### src/rtl/s2b_pkg.sv
// Shared types and the decode rule for the stochastic-to-binary converter.
// The decode rule lives here so the bench model applies the same clip/offset
// arithmetic as the datapath.
package s2b_pkg;

  typedef enum logic [1:0] {S2B_IDLE, S2B_ACC, S2B_DONE} s2b_state_t;

  localparam int S2B_BW_DEF = 4;
  localparam int S2B_CLIP_W = 16;

  // Map a ones-count (0..2**bw) to a bw-bit result.
  // Unipolar: min(cnt, L-1). Bipolar: (cnt - L/2) in two's complement,
  // clipped to [-L/2, L/2-1]. Only the low bw bits are meaningful.
  function automatic logic [S2B_CLIP_W-1:0] s2b_clip(input int cnt,
                                                     input logic bipolar,
                                                     input int bw = S2B_BW_DEF);
    int l;
    int r;
    l = 1 << bw;
    if (bipolar) begin
      r = (cnt >= l) ? (l / 2 - 1) : (cnt - l / 2);
    end else begin
      r = (cnt >= l) ? (l - 1) : cnt;
    end
    return S2B_CLIP_W'(r & (l - 1));
  endfunction

endpackage

### src/rtl/s2b_win_cnt.sv
// Window accumulator: counts ones and bit positions inside one window.
// clear has priority over en; last flags the final bit position (idx==L-1).
// cnt_sum is the count including the bit currently presented, so the top can
// capture the complete window total on the last edge.
module s2b_win_cnt #(
  parameter int BW = 4
) (
  input  logic        clk,
  input  logic        rst_n,
  input  logic        clear,
  input  logic        en,
  input  logic        bit_in,
  output logic        last,
  output logic [BW:0] cnt_sum
);

  logic [BW:0]   cnt_reg;
  logic [BW-1:0] idx_reg;

  assign cnt_sum = cnt_reg + {{BW{1'b0}}, bit_in};
  assign last    = (idx_reg == {BW{1'b1}});

  // Accumulate one stream bit per enabled edge; idx wraps naturally after L-1.
  always_ff @(posedge clk) begin
    if (!rst_n || clear) begin
      cnt_reg <= '0;
      idx_reg <= '0;
    end else if (en) begin
      cnt_reg <= cnt_sum;
      idx_reg <= idx_reg + 1'b1;
    end
  end

endmodule

### src/rtl/sn_to_bn.sv
// Stochastic-to-binary converter: counts the ones in a 2**BW-bit window that
// starts after a start pulse and emits one decoded value per window.
// Optional macro S2B_BIPOLAR_EN selects bipolar (offset) decode; the default
// build decodes unipolar. Ports, latency and FSM are the same in both builds.
module sn_to_bn
  import s2b_pkg::*;
#(
  parameter int BW = S2B_BW_DEF
) (
  input  logic          i_clk_s2b,
  input  logic          i_rst_s2b,
  input  logic          i_start_s2b,
  input  logic          i_stop_s2b,
  input  logic          i_sn_bit,
  output logic [BW-1:0] o_bn,
  output logic          o_valid_s2b,
  output logic          o_sat_s2b,
  output logic          o_busy_s2b
);

`ifdef S2B_BIPOLAR_EN
  localparam logic BIPOLAR = 1'b1;
`else
  localparam logic BIPOLAR = 1'b0;
`endif

  localparam logic [BW:0] L_FULL = {1'b1, {BW{1'b0}}};

  s2b_state_t    state_reg, state_next;
  logic [BW-1:0] bn_reg;
  logic          sat_reg;

  logic          cnt_clear;
  logic          cnt_en;
  logic          load;
  logic          last;
  logic [BW:0]   cnt_sum;
  logic [BW-1:0] bn_clip;

  s2b_win_cnt #(.BW(BW)) u_win_cnt (
    .clk     (i_clk_s2b),
    .rst_n   (i_rst_s2b),
    .clear   (cnt_clear),
    .en      (cnt_en),
    .bit_in  (i_sn_bit),
    .last    (last),
    .cnt_sum (cnt_sum)
  );

  assign bn_clip = BW'(s2b_clip(int'(cnt_sum), BIPOLAR, BW));

  // Next-state and counter control; stop outranks start, start outranks counting.
  always_comb begin
    state_next = state_reg;
    cnt_clear  = 1'b0;
    cnt_en     = 1'b0;
    load       = 1'b0;
    if (i_stop_s2b) begin
      state_next = S2B_IDLE;
      cnt_clear  = 1'b1;
    end else begin
      case (state_reg)
        S2B_IDLE: begin
          if (i_start_s2b) begin
            state_next = S2B_ACC;
            cnt_clear  = 1'b1;
          end
        end
        S2B_ACC: begin
          if (i_start_s2b) begin
            cnt_clear = 1'b1;
          end else begin
            cnt_en = 1'b1;
            if (last) begin
              load       = 1'b1;
              state_next = S2B_DONE;
            end
          end
        end
        S2B_DONE: begin
          if (i_start_s2b) begin
            state_next = S2B_ACC;
            cnt_clear  = 1'b1;
          end else begin
            state_next = S2B_IDLE;
          end
        end
        default: state_next = S2B_IDLE;
      endcase
    end
  end

  // State and result registers; the result only changes on a completed window.
  always_ff @(posedge i_clk_s2b) begin
    if (!i_rst_s2b) begin
      state_reg <= S2B_IDLE;
      bn_reg    <= '0;
      sat_reg   <= 1'b0;
    end else begin
      state_reg <= state_next;
      if (load) begin
        bn_reg  <= bn_clip;
        sat_reg <= (cnt_sum == L_FULL);
      end
    end
  end

  assign o_bn        = bn_reg;
  assign o_sat_s2b   = sat_reg;
  assign o_valid_s2b = (state_reg == S2B_DONE);
  assign o_busy_s2b  = (state_reg == S2B_ACC);

endmodule

### config.mk
export PLATFORM = sky130hd
export DESIGN_NAME = sn_to_bn
export DESIGN_NICKNAME = d
export VERILOG_FILES = /design/src/rtl/s2b_pkg.sv /design/src/rtl/s2b_win_cnt.sv /design/src/rtl/sn_to_bn.sv
export SDC_FILE = /design/constraint.sdc
export NUM_CORES = 1
export LEC_CHECK = 0
export CORE_ASPECT_RATIO = 1.25
export CORE_UTILIZATION = 30
export DETAILED_ROUTE_END_ITERATION = 10
export SYNTH_ARGS = -nofsm -noshare
export SYNTH_HDL_FRONTEND = slang
export SYNTH_SLANG_ARGS = --single-unit
### constraint.sdc
create_clock -name i_clk_s2b -period 2.2 [get_ports i_clk_s2b]
set_input_delay 0.66 -clock i_clk_s2b [delete_from_list [all_inputs] [get_ports i_clk_s2b]]
set_output_delay 0.66 -clock i_clk_s2b [all_outputs]
set_load 0.05 [all_outputs]
==> flow_summary.ini, run 1 <==
[route]
ant_nets = 0
dr.pass1.iters = 4
drtIter0Drc = 10
via_count = 702
drc_errors = 0
totalWireLength_um = 1620
post_drt_wl_per_cell_um = 11.3
via_per_inst = 4.88

[worst_hold_path]
min_path_type = flip-flop to flip-flop
worstHoldStart = o_sat_s2b

[synthesis]
synth-warning-count = 0
avgSynthCellArea_um2 = 8.80
synth_cells = 93
synth_nets = 101
ys_seq_elements = 16
ys_async_sr_fraction = 0
ys.flop_type = dfxtp_1
synth_edf_count = 0
seq_area_frac_synth = 0.391
ys_types = 31
syn_area_um2 = 818

[clock_network]
cts_made_buffers = 3
cts_resized = 0
cts_tree = done
clk_pin_slew_worst_paths_ps = 90
cts_hold_buf = 0
cts_buffer_depth = 2
cts_root_buf = clkbuf_4
h-tree-depth = 1
cts.sinks = 16
clock_latency_ps = 290
postCtsSetupRepairBufs = 0

[global_route]
grt_first_pass_wirelength_um = 2590
grt_pass1_vias = 632
grt_antenna_before_repair = 0
grt.overflow.total = 0
grt_max_degree = 11
grtUsageTotal = 0.118

[die]
initial_core_util = 0.327
ioPinCount = 12
num_rows = 20
die_h_um = 60.4
die_width_um = 48.7
fp.coreArea_um2 = 2500
die_area_um2 = 2940

[finish]
syn_to_final_growth_pct = 27.4
final_area_um2 = 1040
nets = 120
antenna_cells = 0
layoutNonFillerInstCount = 144
drive_above_1_share = 0.162
postLayoutCoreUtil = 0.417
largest_reg_flops = 5

[setup_path]
crit_start = o_bn[0]
crit_slowest_cell = clkdlybuf4s50_1
cp_data_required_time_ps = 1540
reg2reg_from = state_reg[1]
cp_cell_sequence = clkdlybuf4s50_1
slowest_delay_ps = 810
reg2reg_slack_ps = 640
worstSetupPathType = flip-flop to primary output
crit_fanout = 2
cp.arrival_ps = 1440
startpoint_type = flip-flop
crit_family = buffers and inverters
endpoint_kind = primary output
path_buf_inv = 1

[sta]
period_minus_slack_ps = 2100
whs_ps = 472
rsz0062_at_grt = no
tns_ps = 0
relSlewSlack = 0.667
worst_slack_ps = 105
fmax_mhz = 477
report.final.hold_viol_count = 0
tightest_slew_ps = 498
post-route-period-util = 0.952
skew_ps = 8.21
setup_viol = 0
slew_violations = 0

[place]
dp_hpwl_um = 1280
place_area_um2 = 1010
gp_congestion = 0.672
port_buffers = 11
pre_cts_ws_ps = -78.0
dp_cells = 140

[status]
status = finished, final reports clean

[flow_run]
drv_cap = 0

[power_and_ir_drop]
p_per_area_nw_per_um2 = 501
totalPowerFinal_uw = 522
vdd_drop_max_uv = 297
leakage_nw = 0.411
worst paths after layout:
path | endpoint | cells after the start
setup / recovery | o_bn[0] | 1
hold / removal | o_sat_s2b | 2
setup reg to reg | u_win_cnt.idx_reg[3] | 3
hold reg to reg | o_sat_s2b | 2
kinds of logic after synthesis:
| logic type | after synthesis | synth area share |
|---|---|---|
| AO/OA/AOI/OAI | 22 | 0.173 |
| XOR/XNOR | 5 | 0.0535 |
| adder cells (fa/ha/maj) | 3 | 0.0459 |
| buffers and inverters | 10 | 0.0550 |
| flip-flops | 16 | 0.391 |
| multiplexers | 3 | 0.0367 |
| AND/OR/NAND/NOR | 34 | 0.245 |
power breakdown:
group	internal [mW]	total [mW]	switching (mW)
logic	0.0167	0.0326	0.0159
clock network	0.101	0.198	0.0967
registers	0.290	0.292	0.00131
metal layers:
layer  global-route usage  share of wire  up-vias
met5                    0              0        -
met4               0.0882          0.016        0
met3               0.0150          0.025        4
met2                0.212           0.50       10
met1                0.130           0.46      318
li1                     -              -      370
layout make-up:
type | count | area, um^2
fillers | 264 | 1460
multi-input cells | 67 | 453
well taps | 33 | 41.3
inverters | 3 | 11.3
flip-flops and latches | 16 | 320
repair buffers | 21 | 180
clock buffers | 4 | 36.3
synth_stat cells (3+ instances only):
| library cell | count | area [um^2] |
|---|---|---|
| ha_1 | 3 | 37.5 |
| or3_1 | 5 | 31.3 |
| a21o_1 | 3 | 22.5 |
| inv_1 | 3 | 11.3 |
| mux2i_1 | 3 | 30.0 |
| o22ai_1 | 3 | 18.8 |
| o21ai_0 | 5 | 25.0 |
| nand2_1 | 5 | 18.8 |
| a21oi_1 | 6 | 30.0 |
| nand3_1 | 4 | 20.0 |
| dfxtp_1 | 16 | 320 |
| clkbuf_1 | 6 | 22.5 |
| nor2_1 | 5 | 18.8 |
| xnor2_1 | 3 | 26.3 |
placed cells by master, fill, tap and decap left out, types with 4 or more instances in the layout:
| cell | Yosys | routed |
|---|---|---|
| nor2_1 | 5 | 5 |
| nand2_1 | 5 | 5 |
| o21ai_0 | 5 | 5 |
| or3_1 | 5 | 5 |
| buf_4 | 0 | 12 |
| a21oi_1 | 6 | 6 |
| dfxtp_1 | 16 | 16 |
| clkdlybuf4s50_1 | 0 | 9 |
| nand3_1 | 4 | 4 |
(Power assumes the default switching activity.)
==> run 2, diff against run 1 <==
Settings changed: CAP_MARGIN set to 20, CORE_ASPECT_RATIO 1.25 to unset, CORE_UTILIZATION 30 to 51, PLACE_DENSITY set to 0.76.
==> flow_summary.ini, run 2 (synthesis results as in run 1) <==
[status]
status = finished, final reports clean

[global_route]
grt.overflow.total = 0
grtUsageTotal = 0.195
grt_max_degree = 11
grt_antenna_before_repair = 0
grt_pass1_vias = 679
grt_first_pass_wirelength_um = 2640

[finish]
antenna_cells = 0
final_common_cell = dfxtp_1
mostFrequentLayoutCells = dfxtp_1, buf_4, clkdlybuf4s50_1, a21oi_1
drive_above_1_share = 0.147
largest_reg_flops = 5
nets = 118
layoutNonFillerInstCount = 125
fillerInstances = 132
syn_to_final_growth_pct = 22.9

[sta]
report.final.hold_viol_count = 0
post-route-period-util = 0.946
relSlewSlack = 0.671
fmax_mhz = 481
rsz0062_at_grt = no
skew_ps = 4.40
slew_violations = 0
setup_viol = 0
whs_ps = 476
tightest_slew_ps = 491
period_minus_slack_ps = 2080

[place]
gp_congestion = 0.768
dp_cells = 121
port_buffers = 11
dp_hpwl_um = 1230

[clock_network]
h-tree-depth = 1
cts_hold_buf = 0
postCtsSetupRepairBufs = 0
cts_made_buffers = 3
cts_root_buf = clkbuf_4
clk_pin_slew_worst_paths_ps = 90
cts.sinks = 16
cts_tree = done
clock_latency_ps = 280
cts_resized = 0
cts_buffer_depth = 2

[worst_hold_path]
hold_path_depth = 2
min_path_type = flip-flop to flip-flop

[setup_path]
rr_worst_depth = 3
cp_data_required_time_ps = 1540
reg2reg_slack_ps = 640
cp_cell_sequence = clkdlybuf4s50_1
cp.arrival_ps = 1420
crit_slowest_cell = clkdlybuf4s50_1
cp.depth = 1
slowest_delay_ps = 800
path_buf_inv = 1
worst_r2r_endpoint = u_win_cnt.cnt_reg[4]
startpoint_type = flip-flop
crit_end = o_bn[0]
crit_start = o_bn[0]
crit_fanout = 2
reg2reg_from = state_reg[1]
endpoint_kind = primary output
crit_family = buffers and inverters
worstSetupPathType = flip-flop to primary output

[die]
num_rows = 14
fp.coreArea_um2 = 1510
initial_core_util = 0.543
die_width_um = 42.1
die_h_um = 42.1
die_area_um2 = 1770
ioPinCount = 12

[route]
drtIter0Drc = 14
post_drt_wl_per_cell_um = 12.7
drc_errors = 0
via_per_inst = 5.83
ant_nets = 0
totalWireLength_um = 1580
via_count = 729
dr.pass1.iters = 4

[flow_run]
drv_cap = 0

[power_and_ir_drop]
vdd_drop_max_uv = 369
leakage_nw = 0.401
p_per_area_nw_per_um2 = 510
-- run 2: stage by stage --
step                cell area (um^2)   util  setup TNS [ps]  total power [mW]  setup slack, ps
detailed placement               970  0.644            -161             0.330            -74.6
global placement                 970  0.644           -69.1             0.330            -49.4
floorplan                        818      -               0             0.313              310
global route                    1010  0.668               0             0.533             71.8
CTS                             1010  0.668               0             0.520              103
finish                          1010  0.668               0             0.513              119
-- run 2: layout make-up --
class	count	area (um^2)	area share
tap	16	20.0	0.0199
clock buffer	4	36.3	0.0361
timing repair buffer	19	165	0.164
sequential	16	320	0.318
inverter	3	11.3	0.0112
multi-input combinational	67	453	0.450
-- run 2: power by group --
group / internal (mW) / total (mW) / switching, mW
sequential: 0.290 / 0.292 / 0.00144
clock: 0.101 / 0.189 / 0.0887
combinational: 0.0164 / 0.0319 / 0.0156
total: 0.407 / 0.513 / 0.106
-- run 2: how the worst min path moves through the flow --
| stage | startpoint | to | slack, ps |
|---|---|---|---|
| after floorplan | u_win_cnt.idx_reg[3] | u_win_cnt.idx_reg[3] | 450 |
| after global placement | o_bn[2] | o_bn[2] | 450 |
| after detailed placement | o_bn[2] | o_bn[2] | 470 |
| after CTS | o_bn[2] | o_bn[2] | 480 |
| after global routing | o_bn[3] | o_bn[3] | 500 |
| final | o_bn[3] | o_bn[3] | 480 |
-- run 2: per-layer routing --
layer / global-route usage / wire length [um] / up-vias
li1: - / - / 367
met1: 0.212 / 680 / 347
met2: 0.356 / 825 / 13
met3: 0.0259 / 56 / 2
met4: 0.113 / 21 / 0
met5: 0 / 0 / -
==> run 3, diff against run 2 <==
Settings changed: PLACE_DENSITY 0.76 to 0.87.
==> flow_summary.ini, run 3 (synthesis results as in run 1) <==
[place]
gp_congestion = 0.851
pre_cts_ws_ps = -59.2
place_area_um2 = 970
dp_hpwl_um = 1300
port_buffers = 11

[route]
ant_nets = 0
totalWireLength_um = 1800
drtIter0Drc = 17
via_count = 732
dr.pass1.iters = 4
post_drt_wl_per_cell_um = 14.4
drc_errors = 0
via_per_inst = 5.86

[clock_network]
cts_buffer_depth = 2
clk_pin_slew_worst_paths_ps = 80
postCtsSetupRepairBufs = 0
cts_made_buffers = 3
cts_root_buf = clkbuf_4
cts_resized = 0
cts.sinks = 16
h-tree-depth = 1
cts_tree = done
cts_hold_buf = 0
clock_latency_ps = 300

[global_route]
grt_max_degree = 10
grt_pass1_vias = 686
grt.overflow.total = 0
grtUsageTotal = 0.220
grt_first_pass_wirelength_um = 2830
grt_antenna_before_repair = 0

[die]
die_width_um = 42.1
fp.coreArea_um2 = 1510
num_rows = 14
initial_core_util = 0.543
die_area_um2 = 1770
die_h_um = 42.1
ioPinCount = 12

[finish]
drive_above_1_share = 0.147
final_common_cell = dfxtp_1
final_area_um2 = 1010
antenna_cells = 0
mostFrequentLayoutCells = dfxtp_1, buf_4, clkdlybuf4s50_1, a21oi_1
largest_reg_flops = 5
syn_to_final_growth_pct = 22.9
postLayoutCoreUtil = 0.668
nets = 118

[setup_path]
slowest_delay_ps = 810
crit_slowest_cell = clkdlybuf4s50_1
crit_end = o_bn[3]
worst_r2r_endpoint = u_win_cnt.cnt_reg[4]
worstSetupPathType = flip-flop to primary output
endpoint_kind = primary output
rr_worst_depth = 3
crit_fanout = 2
cp_data_required_time_ps = 1540
cp.arrival_ps = 1450
path_buf_inv = 1
reg2reg_from = state_reg[1]
cp.depth = 1
cp_cell_sequence = clkdlybuf4s50_1
crit_start = o_bn[3]
reg2reg_slack_ps = 650
startpoint_type = flip-flop
crit_family = buffers and inverters

[sta]
tightest_slew_ps = 505
report.final.hold_viol_count = 0
rsz0062_at_grt = no
period_minus_slack_ps = 2110
worst_slack_ps = 87.4
whs_ps = 474
setup_viol = 0
skew_ps = 12.8
relSlewSlack = 0.662
fmax_mhz = 473
post-route-period-util = 0.960
slew_violations = 0

[power_and_ir_drop]
leakage_nw = 0.401
totalPowerFinal_uw = 521
p_per_area_nw_per_um2 = 518
vdd_drop_max_uv = 411

[status]
status = finished, final reports clean

[flow_run]
drv_cap = 0

[worst_hold_path]
min_path_type = flip-flop to flip-flop
[run 3: through the flow]
stage	std cells	TNS [ps]
finish	125	0
floorplan	93	0
detailed placement	121	-223
CTS	125	0
global route	125	0
global placement	121	-35.2
[run 3: area by class of cell]
| type | count | area [um^2] |
|---|---|---|
| inverter | 3 | 11.3 |
| timing repair buffer | 19 | 165 |
| fill | 104 | 500 |
| sequential | 16 | 320 |
| multi-input combinational | 67 | 453 |
| clock buffer | 4 | 36.3 |
| tap | 16 | 20.0 |
[run 3: power breakdown]
group          total, mW  internal [mW]  switching (mW)
Clock              0.197          0.101          0.0959
Sequential         0.292          0.290         0.00138
Combinational     0.0326         0.0164          0.0162
Total              0.521          0.408           0.113
[run 3: worst min-delay path by stage]
stage,from,end,slack [ps],depth (start not counted)
finish,o_bn[2],o_bn[2],470,2
global route,o_sat_s2b,o_sat_s2b,510,2
CTS,o_bn[2],o_bn[2],480,2
detailed placement,o_bn[2],o_bn[2],470,2
global placement,o_sat_s2b,o_sat_s2b,450,2
floorplan,u_win_cnt.idx_reg[3],u_win_cnt.idx_reg[3],450,2
[run 3: tightest hold or removal path, cell delays in order (launching register included)]
cell	delay, ps
dfxtp_1	320
nand2_1	50
o22ai_1	60
[run 3: routing by layer]
metal | part of all wire | global-route usage
met4 | 0.028 | 0.131
met3 | 0.049 | 0.0647
met5 | 0 | 0
met2 | 0.48 | 0.372
met1 | 0.45 | 0.242
